## config.mk

```make
export PLATFORM = sky130hd
export DESIGN_NAME = gemm_sequencer
export DESIGN_NICKNAME = d
export VERILOG_FILES = /design/src/rtl/gemm_sequencer.sv
export SDC_FILE = /design/constraint.sdc
export NUM_CORES = 1
export LEC_CHECK = 0
export BUFFER_PORTS_ARGS = -buffer_cell sky130_fd_sc_hd__buf_2
export CAP_MARGIN = 30
export CORE_MARGIN = 2
export CORE_UTILIZATION = 60
export DETAILED_ROUTE_END_ITERATION = 16
export GPL_TIMING_DRIVEN = 0
export MAX_ROUTING_LAYER = met4
export PLACE_DENSITY_LB_ADDON = 0.1
export RECOVER_POWER = 50
export SYNTH_ARGS = -nofsm -noshare
export SYNTH_HDL_FRONTEND = slang
export SYNTH_SLANG_ARGS = --single-unit
```

## constraint.sdc

```tcl
create_clock -name clk -period 6.94 [get_ports clk]
set_clock_uncertainty 0.05 [all_clocks]
set_input_delay 1.041 -clock clk [delete_from_list [all_inputs] [get_ports clk]]
set_output_delay 1.041 -clock clk [all_outputs]
set_load 0.02 [all_outputs]
```

## src/rtl/gemm_sequencer.sv

```systemverilog
// Control sequencer for an N x N output-stationary GEMM systolic array:
// accumulator clear, row-skewed compute enables, feeder strobes and result drain.
module gemm_sequencer #(
    parameter int ARRAY_N = 16,
    parameter int K_W     = 8
) (
    input  logic                         clk,
    input  logic                         rst,
    input  logic                         start,
    input  logic [1:0]                   mode,
    input  logic [K_W-1:0]               k_len,
    input  logic                         abort,
    output logic                         busy,
    output logic                         done,
    output logic                         err,
    output logic [1:0]                   pe_state,
    output logic                         sync_reset,
    output logic [ARRAY_N-1:0]           gemm_valid,
    output logic                         feed_en,
    output logic [K_W-1:0]               feed_idx,
    output logic                         drain_valid,
    output logic [$clog2(ARRAY_N)-1:0]   drain_row
);
    localparam int ROW_W = $clog2(ARRAY_N);
    // Wide enough for K+ARRAY_N-1, and for the negative row offsets to wrap above any K.
    localparam int CNT_W = K_W + ROW_W + 1;

    localparam logic [2:0] S_IDLE    = 3'd0;
    localparam logic [2:0] S_CLEAR   = 3'd1;
    localparam logic [2:0] S_COMPUTE = 3'd2;
    localparam logic [2:0] S_DRAIN   = 3'd3;
    localparam logic [2:0] S_DONE    = 3'd4;
    localparam logic [2:0] S_FLUSH   = 3'd5;

    logic [2:0]       state_reg, state_next;
    logic [CNT_W-1:0] cnt_reg, cnt_next;
    logic [K_W-1:0]   k_reg, k_next;
    logic [1:0]       mode_reg, mode_next;
    logic             err_next;
    logic [CNT_W-1:0] k_ext;
    logic [CNT_W-1:0] compute_last;
    logic [ARRAY_N-1:0] gemm_valid_next;

    assign compute_last = CNT_W'(k_reg) + CNT_W'(ARRAY_N) - CNT_W'(2);

    always_comb begin
        state_next = state_reg;
        cnt_next   = cnt_reg;
        k_next     = k_reg;
        mode_next  = mode_reg;
        err_next   = 1'b0;
        case (state_reg)
            S_IDLE: begin
                if (start) begin
                    if (mode == 2'b00 && k_len != '0) begin
                        state_next = S_CLEAR;
                        k_next     = k_len;
                        mode_next  = mode;
                    end else begin
                        err_next = 1'b1;
                    end
                end
            end
            S_CLEAR: begin
                state_next = S_COMPUTE;
                cnt_next   = '0;
            end
            S_COMPUTE: begin
                if (cnt_reg == compute_last) begin
                    state_next = S_DRAIN;
                    cnt_next   = '0;
                end else begin
                    cnt_next = cnt_reg + 1'b1;
                end
            end
            S_DRAIN: begin
                if (cnt_reg == CNT_W'(ARRAY_N - 1)) begin
                    state_next = S_DONE;
                end else begin
                    cnt_next = cnt_reg + 1'b1;
                end
            end
            default: state_next = S_IDLE;
        endcase
        // Cancel overrides any counter progress; the flush cycle re-clears the PEs.
        if (abort && state_reg != S_IDLE) begin
            state_next = S_FLUSH;
        end
    end

    assign k_ext = CNT_W'(k_next);

    // Row r is enabled while 0 <= c - r < K; a negative offset wraps above any K.
    generate
        for (genvar gi = 0; gi < ARRAY_N; gi++) begin : g_row
            logic [CNT_W-1:0] row_ofs;
            assign row_ofs = cnt_next - CNT_W'(gi);
            assign gemm_valid_next[gi] = (state_next == S_COMPUTE) && (row_ofs < k_ext);
        end
    endgenerate

    always_ff @(posedge clk or posedge rst) begin
        if (rst) begin
            state_reg   <= S_IDLE;
            cnt_reg     <= '0;
            k_reg       <= '0;
            mode_reg    <= 2'b00;
            busy        <= 1'b0;
            done        <= 1'b0;
            err         <= 1'b0;
            pe_state    <= 2'b00;
            sync_reset  <= 1'b0;
            gemm_valid  <= '0;
            feed_en     <= 1'b0;
            feed_idx    <= '0;
            drain_valid <= 1'b0;
            drain_row   <= '0;
        end else begin
            state_reg   <= state_next;
            cnt_reg     <= cnt_next;
            k_reg       <= k_next;
            mode_reg    <= mode_next;
            busy        <= (state_next != S_IDLE);
            done        <= (state_next == S_DONE);
            err         <= err_next;
            pe_state    <= (state_next != S_IDLE) ? mode_next : 2'b00;
            sync_reset  <= (state_next == S_CLEAR) || (state_next == S_FLUSH);
            gemm_valid  <= gemm_valid_next;
            feed_en     <= gemm_valid_next[0];
            feed_idx    <= gemm_valid_next[0] ? cnt_next[K_W-1:0] : '0;
            drain_valid <= (state_next == S_DRAIN);
            drain_row   <= (state_next == S_DRAIN) ? cnt_next[ROW_W-1:0] : '0;
        end
    end
endmodule

```

-- After elaboration in Yosys (flattened, before gate mapping)
Index checks and enable logic that the tools add are counted.
- logic and storage cells: 103
- input bits: 14
- bits in latches: 0
- memories: 0
- RAM bits: 0
- register bits: 62
- output and inout bits: 36
- ROM bits: 0
- magnitude comparators: 16
- $add $sub $neg: 18
- reduce and logical (&&, ||, !) cells: 24
- bitwise gates (word level): 0
- divide/modulo/power cells: 0
- $mul: 0
- equality and inequality tests: 10
- multiplexer cells: 21
- shift operators: 0
- operators by type and width (operator ; count):
    13-bit by 8-bit < comparator with 1-bit output ; 16
    13-bit by 4-bit subtractor with 13-bit output, second input constant ; 8
    13-bit by 3-bit subtractor with 13-bit output, second input constant ; 4
    13-bit one-hot mux with 3 select lines ; 1
    8-bit 2-to-1 mux ; 4
    13-bit 2-to-1 mux ; 2
    13-bit by 2-bit subtractor with 13-bit output, second input constant ; 2
    1-bit logical AND ; 18
    3-bit 2-to-1 mux ; 5
    13-bit by 1-bit adder with 13-bit output, second input constant ; 1
    13-bit equality test ; 1
    13-bit by 4-bit equality test with 1-bit output, second input constant ; 1
    13-bit by 1-bit subtractor with 13-bit output, second input constant ; 1
    3-bit by 2-bit equality test with 1-bit output, second input constant ; 4
    3-bit one-hot mux with 4 select lines ; 1
    9-bit by 2-bit subtractor with 10-bit output, second input constant ; 1
    8-bit by 5-bit adder with 9-bit output, second input constant ; 1
    2-bit 2-to-1 mux ; 4
    8-bit nonzero test ; 1
    3-bit by 1-bit equality test with 1-bit output, second input constant ; 2
    3-bit equality test, second input constant ; 2
    3-bit nonzero test ; 2
    4-bit 2-to-1 mux ; 1
    3-bit zero test ; 1
    3 further kinds ; 5

-- Longest topological paths before layout
- depth after elaboration: 9
- depth in mapped cells: 22
- depth with buffers taken out: 21

-- Worst setup path after synthesis
OpenSTA, ideal clock, no wires.
- path kind: reg-to-reg
- start: reg cnt_reg[1]
- end: reg gemm_valid[4]
- data arrival time: 4.826 ns
- slack: 1.942 ns
- cell stages (with the launch flop): 22
- buffers on the path: 3
- library setup time: 0.122 ns
- required time: 6.768 ns
- path through: dfrtp_1 -> ha_1 -> clkbuf_1 -> nand3_1 -> nor4_4 -> o21ai_1 -> nand4b_4 -> a22oi_1 -> o31a_2 -> buf_1 -> ha_1 -> buf_2 -> nand2_1 -> nand2_1 -> xnor2_1 -> ha_1 -> a21o_1 -> a21oi_1 -> nor2b_1 -> a2111oi_0 -> o311ai_1 -> a2111oi_1
- longest elaborated chain between the ends: 6
- elaborated cells on any way between the ends: 14
- classes of those cells: 2 x add/sub; 1 x order compare; 3 x eq/ne; 7 x mux; 1 x reduce/logical
- ends and longest elaborated chain (item ; RTL line ; RTL):
    start: declaration ; 36 ; logic [CNT_W-1:0] cnt_reg, cnt_next;
    start signal: assignment ; 120 ; cnt_reg <= cnt_next;
    13-bit by 1-bit adder with 13-bit output, or another cell as far along ; 73, 80 ;
    13-bit 2-to-1 mux, or another cell as far along ; 77 ; if (cnt_reg == CNT_W'(ARRAY_N - 1)) begin
    13-bit one-hot mux with 3 select lines or 3-bit one-hot mux with 4 select lines (tied branches) ; 52 ; case (state_reg)
    13-bit by 3-bit subtractor with 13-bit output or 3-bit 2-to-1 mux (tied branches) ; 97, 86 ;
    13-bit by 8-bit < comparator with 1-bit output or 3-bit by 2-bit equality test with 1-bit output (tied branches) ; 98 ; assign gemm_valid_next[gi] = (state_next == S_COMPUTE) && (row_ofs < k_ext);
    1-bit logical AND (*) ; 98 ;
    named net gemm_valid_next[4] ; 42 ; logic [ARRAY_N-1:0] gemm_valid_next;
    end signal: assignment ; 128 ; gemm_valid <= gemm_valid_next;
    end: declaration ; 18 ; output logic [ARRAY_N-1:0] gemm_valid,
Mark *: on every way through the listed nets, which the timed path passes. The rest lies on a longest branch.

-- Worst setup path after layout
- start: reg cnt_reg[1]
- end: reg gemm_valid[13]
- longest elaborated chain between the ends: 6
- elaborated cells on any way between the ends: 14
- classes of those cells: 2 x add/sub; 1 x order compare; 3 x eq/ne; 7 x mux; 1 x reduce/logical
- ends and longest elaborated chain (item ; RTL line ; RTL):
    13-bit by 1-bit adder with 13-bit output, or another cell as far along ; 73, 80 ;
    13-bit 2-to-1 mux (on tied branches) ; 77, 69 ;
    13-bit one-hot mux with 3 select lines (*) ; 52 ;
    named net cnt_next[1] ; 36 ;
    13-bit by 4-bit subtractor with 13-bit output (*) ; 97 ; assign row_ofs = cnt_next - CNT_W'(gi);
    13-bit by 8-bit < comparator with 1-bit output (*) ; 98 ;
    1-bit logical AND (*) ; 98 ;
    named net gemm_valid_next[13] ; 42 ;
Marks and branches as above.

==> impl_metrics.py <==
metrics = {
    "clock_tree": {
        "cts_setup_buffers": 0,
        "cts_resized": 0,
        "cts_buffer_depth": 2,
        "clock-sinks": 61,
        "insertion_delay_ps": 340,
        "cts_tree": "done",
        "cts_root_buf": "clkbuf_16",
        "cts-hold-fix-buffers": 0,
        "cts_buffers": 9,
        "path_clk_slew_ps": 60,
        "htree_num_levels": 3,
    },
    "final_layout": {
        "seq_area_mm2": 0.001526,
        "layout.nets": 1089,
        "final_util_pct": 68.00,
        "largest_register_ff_count": 16,
        "drive_above_1_share_pct": 10.21,
        "areaGrowthSynthToFinish_pct": 11.24,
        "n_fill_cell": 999,
        "fin_cells": 1117,
        "multi_input_area_mm2": 0.005393,
        "diodes": 0,
        "fin_area_mm2": 0.008100,
    },
    "synth": {
        "ys_seq_area_share_pct": 20.96,
        "synth_top_cell_by_area": "dfrtp_1",
        "synth_edf_count": 0,
        "syn_inst": 896,
        "synth.distinct_cells": 77,
        "avgSynthCellArea_um2": 8.127,
        "synth_common_cells": "ha_1 (110), xnor2_1 (79), nand2_1 (74), nor2_1 (65), dfrtp_1 (61)",
        "yosysWarnings": 0,
        "syn_area_mm2": 0.007282,
        "synth_ff_type": "dfrtp_1",
        "yosysMostFrequentCell": "ha_1",
        "async_flop_share_pct": 100.0,
        "synth_top_area_share_pct": 20.96,
        "synth-seq-cells": 61,
        "yosys-top-cells-area": "dfrtp_1 (21%), ha_1 (19%), xnor2_1 (9.5%)",
        "synth_nets": 1020,
    },
    "sta": {
        "maxSlewHeadroom_pct": -12.95,
        "rsz0062_at_grt": "no",
        "final-setup-viol-count": 0,
        "tns_ps": 0,
        "final_hold_viol_count": 0,
        "timing.fmax_ghz": 0.1488,
        "period_share_pct": 96.82,
        "post-route-min-period_ps": 6719,
        "drv_slew": 31,
        "worst_pin_slew_ps": 1694,
    },
    "global_routing": {
        "grt_pass1_wl_mm": 41.25,
        "grt_max_degree": 33,
        "gr-total-overflow": 0,
        "grt_pass1_vias": 7652,
        "antenna_found_initial": 0,
        "grt_usage_pct": 43.02,
    },
    "place": {
        "placed_area_mm2": 0.007831,
        "hpwl_mm": 19.99,
        "port_buffers": 49,
        "gp_congestion": 1.071,
        "dp.cells": 1100,
    },
    "min_path": {
        "hp-class": "flop to flop",
    },
    "route": {
        "routedWlPerCell_um": 24.33,
        "num_vias": 7739,
        "drc": 0,
        "drt-initial-drc-count": 1011,
        "wirelength_mm": 27.17,
        "drt-pass1-iter-count": 7,
        "drtAntennaViolNets": 0,
        "via_per_inst": 6.928,
    },
    "floorplan": {
        "die_y_um": 114.2,
        "die_w_um": 114.2,
        "io-pin-count": 50,
        "design.die.area_mm2": 0.01303,
        "rows": 40,
        "initial_core_util_pct": 61.13,
        "core_area_mm2": 0.01191,
    },
    "pwr": {
        "power_density_mw_per_mm2": 361.1,
        "ir_drop_mv": 0.2315,
        "cellLeakagePower_nw": 3.759,
    },
    "critical_path": {
        "critPathCaptureType": "flop",
        "worst_ep_required_time_ps": 7040,
        "crit_path_start_kind": "flop",
        "cp_data_arrival_time_ps": 6820,
        "reg2reg_setup_slack_ps": 220,
        "crit_type": "flop to flop",
        "crit_fanout": 11,
    },
    "outcome": {
        "violations": "capacitance limit, slew limit",
        "status": "finished, violations left",
    },
    "flow_run": {
        "maxCapViolations": 1,
    },
}
==> per-layer routing <==
metal	GRT usage (%)	share of wire, %	wire length [um]
met3	7.253	8.5	2310
met4	30.16	7.7	2101
met5	-	0	0
met1	48.98	37	10190
met2	68.93	46	12580
==> worst max-delay path, cell delays in order (launching register included) <==
cell       delay [ps]
dfrtp_1           520
ha_1              210
clkbuf_1          340
nand3_1           330
nor4_4            560
o21ai_1           120
nand4b_4          330
a32oi_2           800
inv_2             330
ha_1              300
clkbuf_1          250
a21oi_1           520
nor2_1            130
nor2_1            140
xor2_1            160
ha_1              260
a21o_1            190
a21oi_1           130
o21ai_0           100
a2111oi_0         760
==> logic make-up (layout without fill, tap and decap cells) <==
group | after synthesis | count (layout) | synth area share (%)
simple gates | 297 | 297 | 20.84
compound gates | 217 | 217 | 20.10
fa+ha+maj | 110 | 110 | 18.90
xor+xnor | 102 | 102 | 12.27
buf+inv | 97 | 171 | 5.258
flops | 61 | 61 | 20.96
mux | 12 | 12 | 1.667
==> cell usage in the layout (no fill, tap or decap), types with 5 or more instances in the layout <==
cell	instances
o21a_1	6
xnor2_1	79
o31ai_1	6
a211oi_1	10
or3_1	7
o2111ai_1	7
buf_1	8
nand2_1	74
o21ai_1	6
xor2_1	23
nor3_1	25
nor2b_1	11
a21o_1	14
clkbuf_16	9
o21ai_0	34
and2_1	7
ha_1	110
dfrtp_1	61
buf_2	45
inv_1	44
nor4_1	9
a31oi_1	15
a21oi_1	58
nor2_1	65
mux2i_1	7
nand4_1	21
a2111oi_0	7
clkbuf_1	44
inv_2	5
o21bai_1	5
and3_1	15
o211ai_1	7
nand3_1	28
nand2b_1	12
==> layout make-up <==
type	count	share of cell area (%)
multi-input combinational	738	66.57
sequential	61	18.84
timing repair buffer	58	3.892
clock buffer	9	2.780
buffer	47	2.410
inverter	50	2.317
tap	147	2.271
clock inverter	7	0.9113
==> stage by stage <==
stage                     total power, W  hold slack [ps]  worst slack [ps]
after CTS                       0.002861            427.7             586.9
after detailed placement        0.002385            410.2             597.7
after global routing            0.003126            469.6             67.60
after global placement          0.002228            413.8             12.63
final                           0.002925            423.4             220.6
after floorplan                 0.001771            391.9              1942
==> worst paths after layout <==
kind | start | endpoint | cells after the start
min reg2reg | mode_reg[0] | mode_reg[0] | 1
max | cnt_reg[1] | gemm_valid[13] | 19
max reg2reg | cnt_reg[1] | gemm_valid[13] | 19
min in group asynchronous | rst | drain_valid | 2
min | mode_reg[0] | mode_reg[0] | 1
max in group asynchronous | rst | cnt_reg[1] | 3
==> report_power, final <==
| part | switching (W) | leakage, nW | total [W] | internal, W |
|---|---|---|---|---|
| Clock | 0.000184 | 0.146 | 0.000463 | 0.000279 |
| Combinational | 0.00128 | 2.79 | 0.00201 | 0.000730 |
| Sequential | 0.0000483 | 0.827 | 0.000452 | 0.000404 |
(Power assumes the default switching activity.)
